--- config.mk ---
export PLATFORM = sky130hd
export DESIGN_NAME = sprite_palette_arbiter
export DESIGN_NICKNAME = d
export VERILOG_FILES = /design/src/rtl/sprite_palette_arbiter.sv
export SDC_FILE = /design/constraint.sdc
export NUM_CORES = 1
export LEC_CHECK = 0
export BUFFER_PORTS_ARGS = -buffer_cell sky130_fd_sc_hd__buf_2
export CORE_MARGIN = 8
export CORE_UTILIZATION = 23
export DETAILED_ROUTE_END_ITERATION = 8
export MAX_ROUTING_LAYER = met4
export PLACE_DENSITY_LB_ADDON = 0.1
export SLEW_MARGIN = 20
export SYNTH_ARGS = -nofsm -noshare
export SYNTH_HDL_FRONTEND = slang
export SYNTH_SLANG_ARGS = --single-unit
--- constraint.sdc ---
create_clock -name clk_i -period 3.4 [get_ports clk_i]
set_clock_uncertainty 0.05 [all_clocks]
set_input_delay 0.51 -clock clk_i [delete_from_list [all_inputs] [get_ports clk_i]]
set_output_delay 0.51 -clock clk_i [all_outputs]
set_load 0.005 [all_outputs]
--- src/rtl/sprite_palette_arbiter.sv ---
// Round-robin arbiter sharing one palette lookup port between sprite requesters.
// The grant is combinational; the palette result is registered with its owner ID and a colour-key flag.
module sprite_palette_arbiter #(
    parameter int N_REQ  = 3,
    parameter int IDX_W  = 4,
    parameter int BANK_W = 2,
    parameter int CNT_W  = 16,
    localparam int ID_W  = $clog2(N_REQ)
) (
    input  logic                    clk_i,
    input  logic                    rst_i,
    input  logic                    frame_start_i,
    input  logic [N_REQ-1:0]        req_i,
    input  logic [N_REQ*IDX_W-1:0]  req_index_i,
    input  logic [N_REQ*BANK_W-1:0] req_bank_i,
    output logic [N_REQ-1:0]        gnt_o,
    output logic [IDX_W-1:0]        pal_index_o,
    output logic [BANK_W-1:0]       pal_bank_o,
    input  logic [11:0]             pal_rgb_i,
    output logic                    rsp_valid_o,
    output logic [ID_W-1:0]         rsp_id_o,
    output logic [3:0]              rsp_red_o,
    output logic [3:0]              rsp_green_o,
    output logic [3:0]              rsp_blue_o,
    output logic                    rsp_transparent_o,
    output logic [CNT_W-1:0]        lookup_count_o
);

    logic [ID_W-1:0]  ptr_q, ptr_d;
    logic             win_vld;
    logic [ID_W-1:0]  win_id;
    logic [ID_W-1:0]  cand;
    int               cand_int;

    logic             rsp_valid_q;
    logic [ID_W-1:0]  rsp_id_q, rsp_id_d;
    logic [11:0]      rgb_q, rgb_d;
    logic             transp_q, transp_d;
    logic [CNT_W-1:0] cnt_q, cnt_d;

    // Search starts one past the last winner, so the last winner ranks lowest.
    always_comb begin
        win_vld  = 1'b0;
        win_id   = '0;
        cand_int = 0;
        cand     = '0;
        for (int i = 1; i <= N_REQ; i++) begin
            cand_int = int'(ptr_q) + i;
            if (cand_int >= N_REQ) cand_int = cand_int - N_REQ;
            cand = ID_W'(cand_int);
            if (!win_vld && req_i[cand]) begin
                win_vld = 1'b1;
                win_id  = cand;
            end
        end
    end

    always_comb begin
        gnt_o       = '0;
        pal_index_o = '0;
        pal_bank_o  = '0;
        if (win_vld) begin
            gnt_o[win_id] = 1'b1;
            pal_index_o   = req_index_i[int'(win_id)*IDX_W +: IDX_W];
            pal_bank_o    = req_bank_i[int'(win_id)*BANK_W +: BANK_W];
        end
    end

    always_comb begin
        ptr_d    = ptr_q;
        rsp_id_d = rsp_id_q;
        rgb_d    = rgb_q;
        transp_d = transp_q;
        if (win_vld) begin
            ptr_d    = win_id;
            rsp_id_d = win_id;
            rgb_d    = pal_rgb_i;
            transp_d = (pal_index_o == '0);
        end
    end

    // frame_start restarts the count, counting a grant in the same cycle.
    always_comb begin
        cnt_d = cnt_q;
        if (frame_start_i)
            cnt_d = win_vld ? CNT_W'(1) : '0;
        else if (win_vld && cnt_q != {CNT_W{1'b1}})
            cnt_d = cnt_q + CNT_W'(1);
    end

    always_ff @(posedge clk_i or posedge rst_i) begin
        if (rst_i) begin
            ptr_q       <= ID_W'(N_REQ - 1);
            rsp_valid_q <= 1'b0;
            rsp_id_q    <= '0;
            rgb_q       <= '0;
            transp_q    <= 1'b0;
            cnt_q       <= '0;
        end else begin
            ptr_q       <= ptr_d;
            rsp_valid_q <= win_vld;
            rsp_id_q    <= rsp_id_d;
            rgb_q       <= rgb_d;
            transp_q    <= transp_d;
            cnt_q       <= cnt_d;
        end
    end

    assign rsp_valid_o       = rsp_valid_q;
    assign rsp_id_o          = rsp_id_q;
    assign rsp_red_o         = rgb_q[11:8];
    assign rsp_green_o       = rgb_q[7:4];
    assign rsp_blue_o        = rgb_q[3:0];
    assign rsp_transparent_o = transp_q;
    assign lookup_count_o    = cnt_q;

endmodule

==> results.json, run 1 <==
{
  "p_leak_nw": 1.30,
  "clk_latency_ns": 0.29,
  "relSlewSlack_pct": 70.9,
  "finalHoldViolCount": 0,
  "postCtsHoldBufs": 0,
  "grt_overflow_total": 0,
  "drv_slew": 0,
  "first_pass_iters": 4,
  "crit_type": "flop to output port",
  "clock_tree.htree_level_count": 2,
  "synth_flop_cell": "dfrtp_1",
  "port_buffers": 76,
  "num_antenna_cells": 0,
  "hpwl_um": 4330,
  "netlist_instances": 213,
  "crit_fanout": 18,
  "dp_cells": 392,
  "critPathLaunchType": "flop",
  "tightest_slew_ns": 0.435,
  "syn_avg_cell_area_um2": 9.30,
  "die_w_um": 109,
  "n_fill_cell": 943,
  "async_flop_share_pct": 100,
  "grt_max_degree": 34,
  "finalCriticalPeriod_ns": 3.28,
  "start_util_pct": 23.2,
  "ys_warn_count": 0,
  "syn_nets": 254,
  "cp.arrival_ns": 2.72,
  "power_density_nw_per_um2": 1020,
  "cp-end-kind": "output port",
  "dieArea_um2": 11800,
  "boundaryPins": 77,
  "clockBufferDepth": 2,
  "antenna_found_initial": 0,
  "drc": 0,
  "cp_data_required_time_ns": 2.84,
  "avgRoutedWirePerCell_um": 14.3,
  "seq_area_frac_synth_pct": 41.7,
  "numCtsBuffers": 5,
  "seqCellArea_um2": 827,
  "irDropWorstVdd_v": 0.000289,
  "core-area_um2": 8550,
  "final_cells": 400,
  "finalSetupViolations": 0,
  "final_layout_size_suffix_gt1_share_pct": 36.6,
  "postRouteAntennaNets": 0,
  "vias": 1805,
  "die_h_um": 109,
  "final_common_cell": "buf_2",
  "layout_common_cells": "buf_2 (76), nand2_1 (51), dfrtp_1 (32), o21ai_0 (14), nor2_1 (10)",
  "total_power_mw": 2.61,
  "vias_per_cell": 4.51,
  "hp-class": "input port to async pin",
  "layout.nets": 332,
  "rsz0062_at_grt": "true",
  "cts_num_sinks": 33,
  "outcome": "finished clean",
  "fin_crit_sh_pct": 96.5,
  "rows": 34,
  "synth-edff-count": 0,
  "grt_pass1_vias": 1846,
  "drtIter0Drc": 50,
  "syn_area_um2": 1980,
  "grt_pass1_wl_um": 9300,
  "multi_input_area_um2": 1070,
  "routed_wl_um": 5740,
  "netlist-cell-type-count": 46,
  "grtUsageTotal_pct": 10.1,
  "max-cap-violations": 0,
  "cts_root_buffer": "clkbuf_8",
  "cts_tree": "done",
  "ys_ff_latch": 33,
  "fmax_mhz": 305,
  "clk_pin_slew_ns": 0.07,
  "area_delta_synth_final_pct": 29.5,
  "gp_congestion": 0.787
}
==> registers in the layout (all words and copies together), names as in the netlist <==
name,cells
lookup_count_o,16
rsp_valid_o,1
rsp_id_o,1
rsp_transparent_o,1
rgb_q,12
ptr_q,2
==> routing by layer <==
layer  wire length, um  GRT usage, %  vias up
met5                 0             -        -
met1              2630          12.1      857
met2              2660          16.0       41
met3               386          2.96        8
li1                  -             -      899
met4                57          2.93        0
==> final timing paths <==
check                                  start                end  slack (ns)  cells past startpoint
worst min-delay path                   rst_i          rgb_q[10]        0.26                      3
worst min register to register      rgb_q[1]           rgb_q[1]        0.41                      2
worst max-delay path                ptr_q[1]     pal_index_o[2]        0.12                     10
max in group asynchronous              rst_i           ptr_q[1]        2.71                      3
worst max register to register      ptr_q[1]  rsp_transparent_o        0.75                     10
min in group clk_i              pal_rgb_i[3]           rgb_q[3]        0.37                      3
==> cell usage after synthesis (2+ instances only) <==
master	number	area [um2]
a22oi_1	2	15.0
nand4_1	7	43.8
xor2_1	9	78.8
and4_1	2	17.5
o21a_1	3	22.5
clkbuf_1	3	11.3
nor2_8	2	40.0
nand2b_1	4	25.0
buf_6	2	22.5
and3_1	4	25.0
nand3_1	8	40.0
mux2i_1	7	70.1
buf_2	2	10.0
or3_1	5	31.3
o2111ai_1	2	17.5
inv_1	6	22.5
nand2_1	51	191
ha_1	5	62.6
a21oi_1	9	45.0
nor2_1	10	37.5
dfrtp_1	32	801
o21ai_0	14	70.1
==> report_power, final <==
| part | leakage, nW | switching, mW | internal, mW |
|---|---|---|---|
| sequential | 0.421 | 0.0770 | 0.520 |
| clock | 0.0439 | 0.153 | 0.141 |
| combinational | 0.834 | 0.967 | 0.750 |
==> critical path: stages, from the launching register on <==
cell and delay (ns):
dfstp_2 0.56, inv_1 0.09, ha_4 0.28, or3b_1 0.37, a21boi_4 0.18, and3_2 0.26, inv_8 0.13, o21ai_4 0.09
a21oi_1 0.22, nand2b_1 0.13, buf_2 0.11
==> per-stage QoR <==
| step | setup slack, ns | cell area, um2 | utilization [%] | setup TNS (ns) | hold WS [ns] |
|---|---|---|---|---|---|
| after floorplan | 0.658 | 1980 | - | 0 | 0.411 |
| after global placement | 0.218 | 2460 | 28.8 | 0 | 0.394 |
| after detailed placement | 0.173 | 2460 | 28.8 | 0 | 0.402 |
| after CTS | 0.0964 | 2560 | 30.0 | 0 | 0.269 |
| after global routing | -0.0650 | 2570 | 30.0 | -0.127 | 0.314 |
| final | 0.120 | 2570 | 30.0 | 0 | 0.256 |
==> area by class of cell <==
cell class                      count  share of cell area (%)
Inverter                            7                    1.32
Multi-Input combinational cell    164                    41.8
Clock inverter                      3                   0.683
Clock buffer                        5                    2.68
Sequential cell                    33                    32.2
Tap cell                          108                    5.27
Timing Repair Buffer               80                    16.0
==> logic make-up (layout without fill, tap and decap cells) <==
family                     count (synthesis)  in the layout  share of synthesized area, %
AOI/OAI and AO/OA                         42             42                          16.0
xor gates and xnor gates                   9              9                          3.98
adders and majority gates                  5              5                          3.16
buffers and inverters                     16             95                          4.99
DFF                                       33             33                          41.7
muxes                                      8              8                          4.29
and+or+nand+nor                          100            100                          25.9
==> timing repair <==
item	CTS	global route
setup endpoints to repair	4	3
setup buffers	0	0
gates resized for setup	3	1
pin swaps	0	0
Note: power is estimated with default switching activity, not from simulation.
==> run 2: changes to the inputs <==
Settings changed: CORE_UTILIZATION 23 to 35, CTS_CLUSTER_SIZE set to 10, GPL_ROUTABILITY_DRIVEN set to 0.
==> run 2 against run 1 <==
Net effect:
- total power rose by 4.1%
- critical path type unchanged
- largest power group unchanged
- worst hold slack got worse by 0.042 ns
- clock-buffer cell count did not move
- routed wire length fell by 7.8%
- flip-flop and latch count did not move
- clock power rose by 27%
==> results.json, run 2 (synthesis gave the netlist of run 1 again) <==
{
  "clock_tree.htree_level_count": 2,
  "irDropWorstVdd_v": 0.000385,
  "drc": 0,
  "critPathBufInv": 3,
  "vias": 1785,
  "cp-end-kind": "output port",
  "finalCriticalPeriod_ns": 3.30,
  "largest_reg_flops": 16,
  "avgRoutedWirePerCell_um": 14.4,
  "crit_slowest_cell": "dfrtp_2",
  "cts_num_sinks": 33,
  "dieArea_um2": 8330,
  "cp_data_required_time_ns": 2.84,
  "fmax_mhz": 303,
  "start_util_pct": 36.2,
  "max-cap-violations": 0,
  "drtIter0Drc": 114,
  "cp.arrival_ns": 2.74,
  "crit_cells": 10,
  "clockBufferDepth": 2,
  "rows": 27,
  "critPathCapture": "pal_index_o[3]",
  "final_common_cell": "buf_2",
  "ff2ff_path_depth": 8,
  "grtUsageTotal_pct": 13.0,
  "core-area_um2": 5470,
  "num_antenna_cells": 0,
  "layout_common_cells": "buf_2 (76), nand2_1 (51), dfrtp_1 (31), o21ai_0 (14), nor2_1 (10)",
  "relSlewSlack_pct": 63.0,
  "final_cells": 367,
  "critPathLaunchType": "flop",
  "worstSetupStartpoint": "ptr_q[0]",
  "postCtsHoldBufs": 0,
  "dp_cells": 354,
  "routed_wl_um": 5290,
  "power_density_nw_per_um2": 1050,
  "layout.nets": 335,
  "crit_fanout": 18,
  "cts_root_buffer": "clkbuf_8",
  "grt_overflow_total": 0,
  "r2r_end": "lookup_count_o[15]",
  "final_layout_size_suffix_gt1_share_pct": 38.0,
  "die_h_um": 91.3,
  "setup_slack_ns": 0.0994,
  "grt_pass1_wl_um": 8770,
  "grt_max_degree": 27,
  "setup_tns_ns": 0,
  "p_leak_nw": 1.32,
  "reg2reg_from": "ptr_q[0]",
  "total_power_mw": 2.71,
  "vias_per_cell": 4.86,
  "regToRegSetupSlack_ns": 0.61,
  "cts_tree": "done",
  "hp-class": "input port to async pin",
  "drv_slew": 0,
  "area_delta_synth_final_pct": 29.9,
  "tightest_slew_ns": 0.554,
  "postRouteAntennaNets": 0,
  "fin_crit_sh_pct": 97.1,
  "finalHoldViolCount": 0,
  "first_pass_iters": 4,
  "crit_chain": "clkinvlp_4 -> ha_1 -> mux2_4 -> a21boi_4 -> and3_2 -> inv_8 -> o21ai_4 -> a21oi_1 -> or2_2 -> buf_2",
  "boundaryPins": 77,
  "clk_pin_slew_ns": 0.08,
  "outcome": "finished clean",
  "grt_pass1_vias": 1806,
  "numCtsBuffers": 5,
  "hpwl_um": 3950,
  "crit_family": "simple AND/OR/NAND/NOR gates",
  "finalSetupViolations": 0,
  "clk_latency_ns": 0.29,
  "die_w_um": 91.3,
  "crit_type": "flop to output port",
  "port_buffers": 76,
  "antenna_found_initial": 0,
  "cpPeakStageDelay_ns": 0.45,
  "place_ws_ns": 0.144
}
==> run 2: stage by stage <==
| step | hold slack (ns) | instance area, um2 | util, % |
|---|---|---|---|
| 5_1_grt | 0.268 | 2570 | 47.0 |
| 2_1_floorplan | 0.411 | 1980 | - |
| 3_5_place_dp | 0.401 | 2400 | 43.9 |
| 4_1_cts | 0.356 | 2530 | 46.3 |
| 3_3_place_gp | 0.395 | 2400 | 43.9 |
| 6_report | 0.214 | 2570 | 47.0 |
==> run 2: where the power goes <==
group	total, mW	leakage (nW)	switching (mW)	internal (mW)
sequential	0.605	0.420	0.0840	0.521
combinational	1.74	0.845	0.954	0.784
clock	0.372	0.0543	0.152	0.219
total	2.71	1.32	1.19	1.52
==> run 2: what timing repair did <==
| item | in CTS | in global routing |
|---|---|---|
| resized for setup | 3 | 2 |
| setup buffers | 0 | 5 |
| pin swaps | 0 | 1 |
| endpoints found under the setup margin | 6 | 4 |
==> run 2: how the worst min path moves through the flow <==
stage,end,slack [ns],start,depth (start not counted)
2_1_floorplan,rgb_q[10],0.41,rgb_q[10],2
3_3_place_gp,rgb_q[9],0.39,rgb_q[9],2
3_5_place_dp,rgb_q[7],0.40,rgb_q[7],2
4_1_cts,rgb_q[3],0.36,pal_rgb_i[3],3
5_1_grt,rgb_q[6],0.27,rst_i,2
6_report,rgb_q[6],0.21,rst_i,2
==> run 2: layout make-up <==
cell class / instances / area (um2)
Timing Repair Buffer: 83 / 433
Fill cell: 553 / 2900
Clock inverter: 3 / 46.3
Inverter: 7 / 37.5
Sequential cell: 33 / 828
Tap cell: 72 / 90.1
Clock buffer: 5 / 68.8
Multi-Input combinational cell: 164 / 1070
==> run 2: worst reg2reg max path: stages, from the launching register on <==
cell,delay (ns)
dfrtp_2,0.45
clkinvlp_4,0.19
ha_4,0.29
or3b_1,0.38
a21boi_4,0.18
a31oi_2,0.20
nand4_1,0.38
or3_1,0.47
a21oi_1,0.14
==> run 2: routing by layer <==
metal | GRT usage [%] | up-vias | wire length (um)
li1 | - | 904 | -
met1 | 17.3 | 819 | 2450
met2 | 18.9 | 55 | 2490
met3 | 3.62 | 7 | 315
met4 | 3.14 | 0 | 38
met5 | - | - | 0
